## src/rtl/tick_timer_pkg.sv

```systemverilog
// tick_timer_pkg: shared encodings and defaults for the tick_timer block.
package tick_timer_pkg;

    localparam int DEFAULT_WIDTH = 23;

    typedef enum logic {
        ST_RUN  = 1'b0,
        ST_DONE = 1'b1
    } state_t;

    localparam logic MODE_PERIODIC = 1'b0;
    localparam logic MODE_ONESHOT  = 1'b1;

endpackage

```

## src/rtl/tick_timer.sv

```systemverilog
// tick_timer: programmable tick generator with periodic and one-shot modes.
// A period P yields one registered tick pulse every P+1 enabled cycles.
// Optional feature macro: TICK_TIMER_TICK_COUNT_EN adds an 8-bit saturating
// tick_count output, cleared by reset and by load.
//
// state   | meaning
// --------+-----------------------------------------------------------
// ST_RUN  | counting toward period_q, busy=1, ticks on terminal count
// ST_DONE | one-shot has expired; count parked at 0, waits for load
module tick_timer
    import tick_timer_pkg::*;
#(
    parameter int WIDTH = DEFAULT_WIDTH
) (
    input  logic             clk,
    input  logic             reset,
    input  logic             enable,
    input  logic             mode,
    input  logic             load,
    input  logic [WIDTH-1:0] period,
    output logic             tick,
    output logic             busy,
`ifdef TICK_TIMER_TICK_COUNT_EN
    output logic [7:0]       tick_count,
`endif
    output logic [WIDTH-1:0] count
);

    state_t           state_q;
    logic [WIDTH-1:0] count_q;
    logic [WIDTH-1:0] count_d;
    logic [WIDTH-1:0] period_q;
    logic             tick_q;
    logic             expire;

    // Increment wraps modulo 2^WIDTH; reset leaves period_q all ones so the
    // free-running default wraps exactly at the counter width.
    assign count_d = count_q + WIDTH'(1);
    assign expire  = (state_q == ST_RUN) && enable && (count_q == period_q);

    // Timer FSM, counter and period register; load outranks terminal count.
    always_ff @(posedge clk or posedge reset) begin
        if (reset) begin
            state_q  <= ST_RUN;
            count_q  <= '0;
            period_q <= '1;
            tick_q   <= 1'b0;
        end else if (load) begin
            state_q  <= ST_RUN;
            count_q  <= '0;
            period_q <= period;
            tick_q   <= 1'b0;
        end else begin
            tick_q <= expire;
            case (state_q)
                ST_RUN: begin
                    if (expire) begin
                        count_q <= '0;
                        if (mode == MODE_ONESHOT) begin
                            state_q <= ST_DONE;
                        end
                    end else if (enable) begin
                        count_q <= count_d;
                    end
                end
                ST_DONE: begin
                    count_q <= '0;
                end
                default: begin
                    state_q <= ST_RUN;
                end
            endcase
        end
    end

`ifdef TICK_TIMER_TICK_COUNT_EN
    logic [7:0] tick_cnt_q;

    // Count expiries, sticking at 255 rather than wrapping.
    always_ff @(posedge clk or posedge reset) begin
        if (reset) begin
            tick_cnt_q <= 8'd0;
        end else if (load) begin
            tick_cnt_q <= 8'd0;
        end else if (expire && (tick_cnt_q != 8'hFF)) begin
            tick_cnt_q <= tick_cnt_q + 8'd1;
        end
    end

    assign tick_count = tick_cnt_q;
`endif

    assign tick  = tick_q;
    assign busy  = (state_q == ST_RUN);
    assign count = count_q;

endmodule

```

## config.mk

```make
export PLATFORM = sky130hd
export DESIGN_NAME = tick_timer
export DESIGN_NICKNAME = d
export VERILOG_FILES = /design/src/rtl/tick_timer_pkg.sv /design/src/rtl/tick_timer.sv
export SDC_FILE = /design/constraint.sdc
export NUM_CORES = 1
export LEC_CHECK = 0
export BUFFER_PORTS_ARGS = -buffer_cell sky130_fd_sc_hd__buf_2
export CAP_MARGIN = 30
export CORE_AREA = 2 2 68 70
export CTS_CLUSTER_SIZE = 8
export DETAILED_ROUTE_END_ITERATION = 6
export DIE_AREA = 0 0 70 72
export PLACE_DENSITY = 0.93
export SLEW_MARGIN = 10
export SYNTH_ARGS = -nofsm -noshare
export SYNTH_HDL_FRONTEND = slang
export SYNTH_SLANG_ARGS = --single-unit
export TNS_END_PERCENT = 30
```

## constraint.sdc

```tcl
create_clock -name clk -period 3.8 [get_ports clk]
set_input_delay 0.19 -clock clk [delete_from_list [all_inputs] [get_ports clk]]
set_output_delay 0.19 -clock clk [all_outputs]
set_load 0.02 [all_outputs]
```

# ---- After elaboration in Yosys (flattened, before gate mapping)
# Cells that the tools add are included.
dict set report word_totals {
  in_bits 28
  wordCells 19
  reg_bits 48
  output_inout_bits 25
}
dict set report op_classes {
  eq_ne 2
  n_reduce_logical 2
  n_bitwise 1
  n_addsub 1
  mux 9
}
# operator n
set op_table {}
lappend op_table {{$mux W23} 3}
lappend op_table {{$pmux W23 S2} 1}
lappend op_table {{$add A23 B1 Y23 const B} 1}
lappend op_table {{$eq A23 B23 Y1} 1}
lappend op_table {{$mux W1} 5}
lappend op_table {{$ne A4 B3 Y1 const B} 1}
lappend op_table {{$logic_and A1 B1 Y1} 2}
lappend op_table {{$not A1 Y1} 1}

# ---- Longest topological paths before layout
dict set report depth {
  depth_word 6
  ltp_mapped 8
  ltp_nobuf 7
}

# ---- Worst setup path after synthesis
# No wires, ideal clock.
dict set report synth_timing {
  kind {register to register}
  startpoint {register count_q[7], in the netlist count[7]}
  endpoint {register count_q[17], in the netlist count[17]}
  path_stages_with_launch 9
  required_time_ns 3.676
  setup_ns 0.124
  slack_ns 1.905
  t_arrival_ns 1.772
  n_path_buf 2
  synth_period_minus_slack_ns 1.895
  cell_sequence {dfrtp_1 buf_6 xnor2_1 nand4_1 nor4_2 a211o_2 buf_6 nor2_1 a211o_1}
}
dict set report synth_between {
  elab_chain_len 5
  word_cells_on_any_way 8
  cone_classes {1 x add/sub; 2 x eq/ne; 4 x mux; 1 x reduce/logical}
}
# item line
set synth_rtl {}
lappend synth_rtl {{from (decl)} tick_timer.sv:30} ;# logic [WIDTH-1:0] count_q;
lappend synth_rtl {{from (signal assigned)} tick_timer.sv:63} ;# count_q <= count_d;
lappend synth_rtl {{$add A23 B1 Y23 / $eq A23 B23 Y1 (equally long branches)} {tick_timer.sv:38, tick_timer.sv:39}}
lappend synth_rtl {{$mux W23 / $logic_and A1 B1 Y1 (equally long branches)} {tick_timer.sv:62, tick_timer.sv:39}}
lappend synth_rtl {{$mux W23} tick_timer.sv:57} ;# if (expire) begin
lappend synth_rtl {{$pmux W23 S2} tick_timer.sv:55} ;# case (state_q)
lappend synth_rtl {{$mux W23} tick_timer.sv:48} ;# end else if (load) begin
# Parallel ways exist; a longest one is shown, timed or not. The select of a mux whose other input is x is not followed.
# A chain may end at the register's enable or synchronous reset.

# ---- Worst setup path after layout
dict set report layout_timing {
  startpoint {register count_q[14], in the netlist count[14]}
  endpoint {register count_q[18], in the netlist count[18]}
}
# The elaborated chain is that of the path after synthesis.

==> Implementation_results.wiki <==
{| class="wikitable"
! Metric !! Value
|-
| Result of the run || complete, no violations
|-
| Fraction of layout instances using a drive strength above 1 || 41.0%
|-
| Clk slew on worst S/H paths || 0.09 ns
|-
| Fraction of the yosys area taken by sequential cells || 51.0%
|-
| Syn_nets || 247
|-
| Synth Cell Area || 2410 um^2
|-
| Number of antenna-violating nets in the routed design || 0
|-
| Total power after layout || 1.04 mW
|-
| Setup repair after global routing missed its margin || false
|-
| Required @ worst endpoint || 4.00 ns
|-
| Pins over their slew limit || 0
|-
| Final-stage net count || 299
|-
| Power density over the cells || 372 nW/um^2
|-
| Final sum of negative setup slack || 0 ns
|-
| Initial Utilization || 56.5%
|-
| Total overflow reported by the global router || 0
|-
| Max FO, Critical Path || 23
|-
| Buffers inserted during post-CTS setup optimization || 0
|-
| Arrival time of data at the critical path endpoint || 2.44 ns
|-
| H-tree depth || 2
|-
| Initial drt markers || 193
|-
| Cells after Synth || 218
|-
| Fin area || 2800 um^2
|-
| Sink count of the clock tree || 48
|-
| Netlist cell types || 32
|-
| Critical path launch point type || flip-flop
|-
| Vias || 1809
|-
| Met2 wire length || 2.53 mm
|-
| Cell Count, Final, Fillers Out || 323
|-
| DRC violations left || 0
|-
| Worst Hold Class || input port to asynchronous set/reset pin
|-
| Maximum number of pins on one net before global-route repair || 49
|-
| Start point of the critical path || count[14]$_DFFE_PP0P_
|-
| Clock Root Buffer || sky130_fd_sc_hd__clkbuf_8
|-
| Worst-margin pin slew || 0.627 ns
|-
| PnR worst setup slack || 1.56 ns
|-
| Vias in the first global route || 1775
|-
| Resized Gates After CTS || 0
|-
| Origin of the critical flop-to-flop path || count[14]$_DFFE_PP0P_
|-
| Routed vias/inst || 5.60
|-
| Placed instance count || 315
|-
| Die height || 72 um
|-
| Total routed wire length on the met1 layer || 2.21 mm
|-
| Global-route wire length before repair || 8.78 mm
|-
| Top routing layer in use || met4
|-
| Area of the multi-input gates || 1120 um^2
|-
| Leakage dissipation || 1.22 nW
|-
| Number of failing setup endpoints in the final timing report || 0
|-
| I/O Buffers || 52
|-
| CTS tree || yes
|-
| Mean instance size in the synthesized netlist || 11.1 um^2
|-
| Detailed placer's ending HPWL || 3.78 mm
|-
| Area taken by flip-flops and latches || 1230 um^2
|-
| Max VDD drop || 257 uV
|-
| Total track usage || 22.7%
|-
| Buffer levels on the longest clock path || 2
|-
| Layout-stage area growth over the synthesis result || 16.3%
|-
| Drt wl/cell || 16.2 um
|-
| Clock latency reported for the late side of the worst-skew pair || 0.31 ns
|-
| Synth Register Bits || 48
|-
| Pre-CTS setup slack || 1.62 ns
|-
| Top-level port count || 53
|-
| Setup crit end kind || flip-flop
|-
| Number of antenna violations at the first check in global routing || 0
|-
| Met3 wire len || 418 um
|-
| Post-detailed-placement cell area || 2690 um^2
|-
| YS warnings || 0
|-
| Part of the cycle the worst path needs || 58.8%
|-
| Hold bufs inserted after CTS || 0
|-
| Setup clock skew after layout || 0.0109 ns
|-
| Peak Freq || 447 MHz
|-
| Final hold violation count || 0
|-
| Area of the core region || 4260 um^2
|-
| First-pass detailed-route iteration total || 5
|-
| Number of max-cap violations || 0
|-
| Die extent in x || 70 um
|-
| Period minus WS final || 2.24 ns
|-
| Number of rows in the core area || 24
|-
| Number of diodes || 0
|-
| Number of buffers created by CTS || 5
|-
| Post-Route WL || 5.25 mm
|-
| Final weighted congestion of routability-driven global placement || 0.868
|-
| Crit Path Category || flip-flop to flip-flop
|-
| Number of fill cells || 321
|-
| Die Footprint || 5040 um^2
|-
| Slew margin rel. || 58.2%
|}
[critical path, cell delays in order (launching register included)]
cell and delay (ns):
sky130_fd_sc_hd__dfrtp_1 0.45, sky130_fd_sc_hd__xnor2_1 0.27, sky130_fd_sc_hd__nand4_1 0.18, sky130_fd_sc_hd__nor4_2 0.37
sky130_fd_sc_hd__a211o_2 0.45, sky130_fd_sc_hd__o21ai_0 0.17, sky130_fd_sc_hd__or2_1 0.24
[state kept, by name (all words and copies together), names as in the netlist]
name / count
count: 23
period_q: 23
state_q: 1
tick: 1
[layer usage]
metal	GRT usage (%)	vias to the layer above
li1	-	845
met1	30.7	868
met2	35.4	84
met3	6.67	12
met4	7.69	0
met5	0	-
[final timing paths]
check | to | slack [ns] | cells past startpoint
worst max-delay path | count[18]$_DFFE_PP0P_ | 1.56 | 6
worst min-delay path | count[20]$_DFFE_PP0P_ | 0.03 | 3
worst max register to register | count[18]$_DFFE_PP0P_ | 1.56 | 6
worst min register to register | count[0]$_DFFE_PP0P_ | 0.58 | 1
max in group asynchronous | count[0]$_DFFE_PP0P_ | 3.38 | 3
min in group clk | period_q[20]$_DFFE_PP1P_ | 0.11 | 2
[final cells by class]
class	count	area share (%)
repair buffers	53	9.56
well taps	52	2.32
clock buffers	6	2.59
clock inverters	2	1.25
inverters	3	0.402
flip-flops and latches	48	43.9
multi-input cells	159	40.0
[metrics by stage]
stage          utilization (%)  hold slack, ns
2_1_floorplan                -           0.326
3_3_place_gp              63.2           0.360
3_5_place_dp              63.2           0.369
4_1_cts                   65.7          0.0363
5_1_grt                   65.7          0.0579
6_report                  65.7          0.0250
[layout by cell type, fill, tap and decap left out, drive strengths merged, types with 6 or more instances in the layout]
cell and instances:
nand2 20, nand3 7, clkbuf 6, xor2 13
nand4 13, dfrtp 25, dfstp 23, mux2 23
buf 53, nor2 24, o21ai 8, xnor2 26
[power breakdown]
part           leakage, nW  total, mW  switching, mW  internal [mW]
logic                0.574      0.106         0.0513         0.0551
registers            0.590      0.577         0.0206          0.556
clock network       0.0552      0.360          0.165          0.195
total                 1.22       1.04          0.237          0.806
[synthesized netlist by cell type]
library cell                instances  area, um^2
sky130_fd_sc_hd__a211o_1            1        8.76
sky130_fd_sc_hd__a211o_2            1        10.0
sky130_fd_sc_hd__a21oi_1            3        15.0
sky130_fd_sc_hd__and2_1             1        6.26
sky130_fd_sc_hd__and2b_1            1        7.51
sky130_fd_sc_hd__and3_1             3        18.8
sky130_fd_sc_hd__buf_1              2        7.51
sky130_fd_sc_hd__buf_2              3        15.0
sky130_fd_sc_hd__buf_6              2        22.5
sky130_fd_sc_hd__clkbuf_1           1        3.75
sky130_fd_sc_hd__dfrtp_1           25         626
sky130_fd_sc_hd__dfstp_2           23         604
sky130_fd_sc_hd__ha_1               1        12.5
sky130_fd_sc_hd__inv_1              3        11.3
sky130_fd_sc_hd__mux2_2            23         259
sky130_fd_sc_hd__nand2_1           19        71.3
sky130_fd_sc_hd__nand2_2            1        6.26
sky130_fd_sc_hd__nand3_1            7        35.0
sky130_fd_sc_hd__nand4_1           13        81.3
sky130_fd_sc_hd__nor2_1            24        90.1
sky130_fd_sc_hd__nor3_1             1        5.00
sky130_fd_sc_hd__nor3_2             1        10.0
sky130_fd_sc_hd__nor4_1             2        12.5
sky130_fd_sc_hd__nor4_2             1        12.5
sky130_fd_sc_hd__nor4b_4            1        23.8
sky130_fd_sc_hd__o21ai_0            4        20.0
sky130_fd_sc_hd__o21ai_1            4        20.0
sky130_fd_sc_hd__o2bb2ai_1          1        8.76
sky130_fd_sc_hd__or2_1              3        18.8
sky130_fd_sc_hd__or3_1              4        25.0
sky130_fd_sc_hd__xnor2_1           26         228
sky130_fd_sc_hd__xor2_1            13         114
[cell families after synthesis]
logic type	Yosys count	synth area share (%)
and+or+nand+nor	82	17.6
DFF	48	51.0
buffers and inverters	11	2.49
muxes	23	10.7
xor gates and xnor gates	39	14.2
adders and majority gates	1	0.519
AOI/OAI and AO/OA	14	3.43
Power figures use the tool's default switching activity.
